<file path="src/rtl/prioritized_dispatcher.sv">
// Single-input dispatcher: each accepted word goes to the free one-entry output slot
// whose priority_list value is smallest. Slots drive out_valid/out_data straight from flops.
module prioritized_dispatcher #(
    parameter int          data_width        = 8,
    parameter int          number_of_outputs = 4,
    parameter int unsigned priority_list [number_of_outputs-1:0] = '{3, 1, 2, 0}
) (
    input  logic                  clk,
    input  logic                  rst,
    input  logic [data_width-1:0] in_data,
    input  logic                  in_valid,
    output logic                  in_ready,
    output logic [data_width-1:0] out_data  [number_of_outputs-1:0],
    output logic                  out_valid [number_of_outputs-1:0],
    input  logic                  out_ready [number_of_outputs-1:0],
    output logic [15:0]           dispatch_count
);

    logic [number_of_outputs-1:0] slot_free;
    logic [number_of_outputs-1:0] slot_sel;
    logic                         sel_found;
    int unsigned                  sel_prio;
    logic                         transfer;

    // A slot that is draining this cycle counts as free, so it can be refilled without a bubble.
    always_comb begin
        slot_free = '0;
        for (int i = 0; i < number_of_outputs; i++) begin
            slot_free[i] = !out_valid[i] || out_ready[i];
        end
    end

    assign in_ready = |slot_free;
    assign transfer = in_valid && in_ready;

    // Equal priority values resolve to the lower port index.
    always_comb begin
        slot_sel  = '0;
        sel_found = 1'b0;
        sel_prio  = '0;
        for (int i = 0; i < number_of_outputs; i++) begin
            if (slot_free[i] && (!sel_found || priority_list[i] < sel_prio)) begin
                slot_sel    = '0;
                slot_sel[i] = 1'b1;
                sel_found   = 1'b1;
                sel_prio    = priority_list[i];
            end
        end
    end

    always_ff @(posedge clk) begin
        if (rst) begin
            for (int i = 0; i < number_of_outputs; i++) begin
                out_valid[i] <= 1'b0;
                out_data[i]  <= '0;
            end
            dispatch_count <= '0;
        end else begin
            for (int i = 0; i < number_of_outputs; i++) begin
                if (transfer && slot_sel[i]) begin
                    out_valid[i] <= 1'b1;
                    out_data[i]  <= in_data;
                end else if (out_valid[i] && out_ready[i]) begin
                    out_valid[i] <= 1'b0;
                end
            end
            if (transfer) begin
                dispatch_count <= dispatch_count + 16'd1;
            end
        end
    end

endmodule

</file>
<file path="config.mk">
export PLATFORM = sky130hd
export DESIGN_NAME = prioritized_dispatcher
export DESIGN_NICKNAME = d
export VERILOG_FILES = /design/src/rtl/prioritized_dispatcher.sv
export SDC_FILE = /design/constraint.sdc
export NUM_CORES = 1
export LEC_CHECK = 0
export ABC_AREA = 1
export ABC_CLOCK_PERIOD_IN_PS = 1200
export BUFFER_PORTS_ARGS = -buffer_cell sky130_fd_sc_hd__buf_2
export CAP_MARGIN = 20
export CELL_PAD_IN_SITES_DETAIL_PLACEMENT = 1
export CELL_PAD_IN_SITES_GLOBAL_PLACEMENT = 2
export CORE_MARGIN = 1
export CORE_UTILIZATION = 25
export CTS_CLUSTER_SIZE = 12
export DETAILED_ROUTE_END_ITERATION = 16
export GPL_TIMING_DRIVEN = 0
export PLACE_DENSITY_LB_ADDON = 0.12
export SYNTH_ARGS = -nofsm -noshare
export SYNTH_HDL_FRONTEND = slang
export SYNTH_SLANG_ARGS = --single-unit
</file>
<file path="constraint.sdc">
create_clock -name clk -period 1.2 [get_ports clk]
set_input_delay 0.12 -clock clk [delete_from_list [all_inputs] [get_ports clk]]
set_output_delay 0.12 -clock clk [all_outputs]
set_load 0.005 [all_outputs]
</file>
* Yosys cells after proc, flatten, opt, wreduce, memory -nomap -nowiden
Index checks and enable logic that the tools add are counted.
Cells by class: add/sub/neg operators 1, $lt $le $gt $ge 2, mux-type cells 17, reduce and logical (&&, ||, !) cells 30
Operators with widths (number):
- 1-bit by 32-bit less-than comparator with 1-bit output, first input constant | 1
- 2-bit by 32-bit less-than comparator with 1-bit output, first input constant | 1
- 32-bit 2-to-1 mux | 1
- 16-bit by 1-bit adder with 16-bit output, second input constant | 1
- 1-bit logical AND | 12
- 1-bit 2-to-1 mux | 12
- 4-bit 2-to-1 mux | 3
- 2-bit nonzero test | 4
- 1-bit zero test | 7
- 1-bit logical OR | 6
- 4-bit OR reduction | 1
- 2-bit 2-to-1 mux | 1
Word-level totals: bits in registers 52, bits of input ports 15

* Depth between registers and ports, before layout
Gate-level depths: netlist (run 1).
word-level depth 16, depth in mapped cells 10, depth with buffers taken out 9

* Worst setup path after synthesis (run 1)
Ideal clock, no wire load.
kind flip-flop to flip-flop, from reg dispatch_count[0], to reg dispatch_count[10], library setup time 0.115 ns, arrival time 1.191 ns, slack -0.105 ns, stages on the path, launching flop included 9, path through dfxtp_1 ha_1 nand2_1 nor2_2 inv_1 nor2_1 nand3_2 nand2_1 nor2_1
Between the ends: word-level cells in the longest chain between the ends 1
RTL lines:
- from (decl) | RTL line 16 | output logic [15:0] dispatch_count
- from (signal assigned) | RTL line 68 | dispatch_count <= dispatch_count + 16'd1;
- 16-bit by 1-bit adder with 16-bit output | RTL line 68
Every way passes these cells. A chain may end at the register's enable or synchronous reset.

* Final worst setup path (run 1)
from reg out_valid[1] (netlist bit), to out in_ready
Between the ends: word-level cells in the longest chain between the ends 3
RTL lines:
- from (decl) | RTL line 14 | output logic out_valid [number_of_outputs-1:0],
- from (signal, indexed assignment) | RTL line 54 | out_valid[i] <= 1'b0;
- from (signal, indexed assignment) | RTL line 61 | out_valid[i] <= 1'b1;
- from (signal, indexed assignment) | RTL line 64 | out_valid[i] <= 1'b0;
- 1-bit zero test | RTL line 29 | slot_free[i] = !out_valid[i] || out_ready[i];
- 1-bit logical OR | RTL line 29
- 4-bit OR reduction | RTL line 33 | assign in_ready = |slot_free;
- to (decl) | RTL line 12 | output logic in_ready,
Every way passes these cells.

==> impl_metrics.yaml, run 1 <==
route:
  drc: 0
  ant_nets: 0
  wire_per_inst_um: 14.2
  vias_per_cell: 4.50
  totalWireLength_um: 7070
  vias: 2236
  drtIter0Drc: 48
  drt-pass1-iter-count: 4
power_and_ir_drop:
  power_frac_seq: 0.556
  powerDensity_nw_per_um2: 994
  internal-power_uw: 2320
  p_switching_uw: 889
  clockPowerShare: 0.342
  swShare: 0.277
  leakage_uw: 0.00138
  combPwrFrac: 0.102
  ir_worst_vdd_mv: 0.415
critical_path:
  r2r_cells: 8
  cpPeakStageDelay_ps: 360
  path_max_fanout: 3
  worstPathArrival_ps: 1120
  r2r-start: "out_valid[1]"
  timing.critical_path.mode_cell: "nand2_4"
  crit_chain: "nand2_4 > nor2_4 > nand2_4 > buf_6"
  rrSetupSlack_ps: -40
  crit_path_end_kind: "output pin"
  setup.worst_path.start: "out_valid[1]"
  path_class: "reg -> out"
  worstPathRequired_ps: 1080
  cpMaxStageDelayCell: "dfxtp_2"
  r2r_end: "dispatch_count[13]"
  start_kind: "flop"
timing:
  holdWs_ps: 88.9
  drv_slew: 0
  post-route-period-util: 1.04
  worst_slack_ps: -43.3
  rsz0062_at_grt: "true"
  worst_pin_slew_ps: 540
  fin_setup_tns_ps: -319
  slew-limit-headroom: 0.640
  setup_viol: 20
  period_needed_ps: 1240
  hold_viol: 0
  fmax_mhz: 804
  fin_skew_ps: 9.64
floorplan:
  die_w_um: 96.2
  rows: 34
  ios: 68
  coreArea_um2: 8640
  fp.dieArea_um2: 9250
  die_h_um: 96.2
  initial_core_util: 0.257
final_layout:
  final_common_cell: "buf_2"
  diodes: 0
  stdcell_area_um2: 3220
  layout_common_cells: "buf_2, nand2_1, a21oi_1, dfxtp_1, nor2_1"
  final_core_util: 0.373
  fin_nets: 404
  layout-drive-gt1-share: 0.409
  area_growth_syn_to_layout_pct: 45.3
placement:
  port_buffers: 67
  dp_worst_setup_slack_ps: -190
  dpl_cell_area_um2: 2710
  hpwl_um: 4950
  gp_congestion: 0.737
clocking:
  path_clk_slew_ps: 110
  clockBufferDepth: 2
  numCtsBuffers: 5
  cts_tree: "yes"
  clk-insertion-delay-late_ps: 310
  clockRootBuffer: "clkbuf_8"
  clkSinkCount: 52
  ctsHtreeMaxLevel: 2
synthesis:
  synthCells: 294
  synth-seq-cells: 52
  ys_seq_area_frac: 0.469
  ys_types: 26
  syn_nets: 310
  synth_area_um2: 2220
  yosysWarningCount: 0
  synth_area_per_cell_um2: 7.55
run_status:
  outcome: "finished, violations left"
  violations: "negative setup slack"
grt:
  grt_pass1_vias: 2220
  track_usage: 0.162
  antenna_found_initial: 0
  grt_pass1_wl_um: 11200
  gr-total-overflow: 0
  grt_max_degree: 19
min_path:
  holdPathEnd: "out_data[19]"
  hp-start: "in_data[3]"
  whs_path_depth: 3
  min_path_type: "in -> reg"
job:
  drv_cap: 0
-- registers in the layout (all words and copies together), names as in the netlist --
name and count:
dispatch_count 16, out_valid 4, out_data 32
-- per-layer routing --
layer / vias to the layer above / global-route usage / wire [um]
met5: - / 0 / 0
met4: 0 / 0.0373 / 53
met3: 4 / 0.0261 / 264
met2: 43 / 0.298 / 3530
met1: 1044 / 0.196 / 3220
li1: 1145 / - / -
-- worst max path at each step --
stage / end / slack [ps] / cells past startpoint
after floorplan: dispatch_count[10] / 6 / 8
after detailed placement: out_data[30] / -190 / 6
final: in_ready / -40 / 4
after global placement: out_data[30] / -160 / 6
after CTS: in_ready / -70 / 4
after global routing: dispatch_count[12] / -110 / 8
-- through the flow --
stage / instances / total power [uW]
2_1_floorplan: 294 / 1970
4_1_cts: 487 / 3280
3_5_place_dp: 469 / 2100
3_3_place_gp: 469 / 2100
6_report: 497 / 3200
5_1_grt: 497 / 3380
-- layout make-up --
cell class	count	area, um2
buffer	10	83.8
sequential	52	1080
fill	1070	5410
tap	108	135
clock inverter	3	27.5
clock buffer	5	68.8
timing repair buffer	86	513
inverter	31	121
multi-input combinational	202	1200
-- power groups by stage --
stage,sequential (uW),combinational [uW],clock (uW)
detailed placement,1830,271,0
global placement,1830,268,0
floorplan,1830,134,0
finish,1780,327,1100
global route,1790,369,1220
CTS,1790,314,1170
-- worst max-delay path: cells and delay by family, from the launching register on --
family / cells / cell delay, ps
flip-flops: 1 / 360
AND/OR/NAND/NOR: 3 / 320
buffers and inverters: 1 / 120
-- what timing repair did --
action	in CTS	in global routing
resized for setup	44	27
endpoints found under the setup margin	51	43
setup buffers	8	8
gates cloned	1	2
hold buffers	1	0
endpoints found under the hold margin	1	0
pin swaps	15	12
-- cells in the mapped netlist --
library cell	instances	area, um2
inv_1	28	105
nand4_2	2	25.0
clkbuf_1	5	18.8
nor2_1	37	139
nand2_4	3	33.8
a21boi_0	2	15.0
inv_2	3	11.3
dfxtp_1	52	1040
buf_6	2	22.5
nand2_2	2	12.5
o21bai_1	1	7.51
xnor2_1	1	8.76
a21oi_1	40	200
nand3_2	3	30.0
buf_2	2	10.0
nand4_1	2	12.5
nand2_1	52	195
xor2_1	3	26.3
ha_1	1	12.5
o21ai_0	24	120
nand3b_1	1	7.51
nor2_2	7	43.8
nor2_4	2	22.5
buf_4	1	7.51
o21ai_1	4	20.0
nand3_1	14	70.1
-- kinds of logic (layout without fill, tap and decap cells) --
| logic type | after synthesis | after routing | synth area share |
|---|---|---|---|
| simple gates | 125 | 126 | 0.267 |
| buf+inv | 41 | 135 | 0.0790 |
| flops | 52 | 52 | 0.469 |
| fa+ha+maj | 1 | 1 | 0.00564 |
| compound gates | 71 | 71 | 0.164 |
| xor+xnor | 4 | 4 | 0.0158 |
Note: power is estimated with default switching activity, not from simulation.
==> run 2: changes to the inputs <==
Settings changed: MAX_ROUTING_LAYER set to met4, REMOVE_ABC_BUFFERS set to 1.
==> run 2 against run 1 <==
  * The flow still finishes with violations (negative setup slack)
  * Core utilization up 0.88 points
  * Die area unchanged
  * Worst setup slack got worse by 35 ps
  * Largest power group unchanged
==> impl_metrics.yaml, run 2 (synthesized netlist as in run 1, its figures left out) <==
run_status:
  outcome: "finished, violations left"
  violations: "negative setup slack"
timing:
  hold_viol: 0
  worst_pin_slew_ps: 560
  drv_slew: 0
  fin_skew_ps: 8.12
  holdWs_ps: 92.3
  worst_slack_ps: -78.5
  post-route-period-util: 1.07
  setup_viol: 17
  fin_setup_tns_ps: -290
  period_needed_ps: 1280
  fmax_mhz: 782
  slew-limit-headroom: 0.627
  rsz0062_at_grt: "true"
final_layout:
  stdcell_area_um2: 3300
  largest_register_ffs: 32
  fin_nets: 403
  layout-drive-gt1-share: 0.451
  regMostFlops: "out_data"
  area_growth_syn_to_layout_pct: 48.7
  diodes: 0
  reg_top3: "out_data (32), dispatch_count (16), out_valid (4)"
  final_common_cell: "buf_2"
  layout_common_cells: "buf_2, nand2_1, dfxtp_1"
  fin_cells: 496
critical_path:
  start_kind: "flop"
  crit_path_end_kind: "output pin"
  cpMaxStageDelayCell: "dfxtp_2"
  worst-path-buf-inv: 1
  path_class: "reg -> out"
  cpPeakStageDelay_ps: 360
  cp_top_family: "flip-flops"
  worstPathArrival_ps: 1160
  crit_chain: "nand2_4 > nor2_4 > nand2_4 > buf_6"
  path_max_fanout: 4
  timing.critical_path.mode_cell: "nand2_4"
  worstPathRequired_ps: 1080
power_and_ir_drop:
  swShare: 0.278
  ir_worst_vdd_mv: 0.462
  clockPowerShare: 0.333
  powerDensity_nw_per_um2: 969
  leakage_uw: 0.00137
  power.total_uw: 3200
  internal-power_uw: 2310
  p_switching_uw: 888
  power_frac_seq: 0.556
  combPwrFrac: 0.112
clocking:
  path_clk_slew_ps: 100
  ctsHtreeMaxLevel: 2
  clockBufferDepth: 2
  numCtsBuffers: 5
  cts_hold_buf: 0
  clockRootBuffer: "clkbuf_8"
  clkSinkCount: 52
  cts_tree: "yes"
  clk-insertion-delay-late_ps: 320
floorplan:
  die_h_um: 96.2
  die_w_um: 96.2
  ios: 68
  coreArea_um2: 8640
  rows: 34
  initial_core_util: 0.257
  fp.dieArea_um2: 9250
grt:
  grt_max_degree: 24
  grt_pass1_wl_um: 11600
  gr-total-overflow: 0
  track_usage: 0.173
  antenna_found_initial: 0
  grt_use_met1: 0.237
  use_met3: 0.0276
  grt.busiest_layer: "met2"
  grt_pass1_vias: 2202
  met2_usage: 0.265
min_path:
  min_path_type: "in -> reg"
route:
  drt-pass1-iter-count: 4
  totalWireLength_um: 7400
  vias: 2277
  drc: 0
  ant_nets: 0
  drtIter0Drc: 24
  wire_per_inst_um: 14.9
  vias_per_cell: 4.59
placement:
  hpwl_um: 4430
  gp_congestion: 0.685
  port_buffers: 67
  place_inst: 459
  dpl_cell_area_um2: 2630
job:
  drv_cap: 0
==> run 2: worst min-delay path: stages <==
cell	delay, ps
buf_2	130
nand3_1	80
a21oi_1	50
==> run 2: final cells by class <==
class / count / area [um2]
Fill cell: 1079 / 5340
Clock inverter: 2 / 16.3
Sequential cell: 52 / 1080
Timing Repair Buffer: 92 / 571
Tap cell: 108 / 135
Timing Repair inverter: 1 / 7.51
Clock buffer: 6 / 72.6
Multi-Input combinational cell: 204 / 1270
Inverter: 31 / 143
==> run 2: power groups by stage <==
stage / Sequential, uW / Combinational (uW) / Clock [uW]
after floorplan: 1830 / 112 / 0
after global placement: 1830 / 243 / 0
after detailed placement: 1830 / 247 / 0
after CTS: 1780 / 327 / 1100
after global routing: 1780 / 397 / 1150
final: 1780 / 357 / 1060
==> run 2: worst paths after layout <==
check / startpoint / endpoint / slack [ps] / depth (start not counted)
setup / recovery: out_valid[0] / in_ready / -80 / 4
setup reg to reg: out_valid[0] / dispatch_count[4] / -40 / 7
hold / removal: in_data[6] / out_data[22] / 90 / 3
hold reg to reg: out_data[29] / out_data[29] / 440 / 2
==> run 2: what timing repair did <==
| action | 4_1_cts | 5_1_grt |
|---|---|---|
| setup buffers | 18 | 7 |
| endpoints found under the setup margin | 52 | 51 |
| gates resized for setup | 63 | 38 |
| gates cloned | 4 | 0 |
| pin swaps | 13 | 15 |
==> run 2: through the flow <==
stage | utilization | setup WS, ps
floorplan | - | -116
global placement | 0.305 | -424
detailed placement | 0.305 | -449
CTS | 0.365 | -96.9
global route | 0.382 | -148
finish | 0.382 | -78.5
==> run 2: routing by layer <==
metal	part of all wire	routed length, um
met2	0.46	3400
met1	0.49	3640
met5	0	0
met4	0.010	76
met3	0.037	277
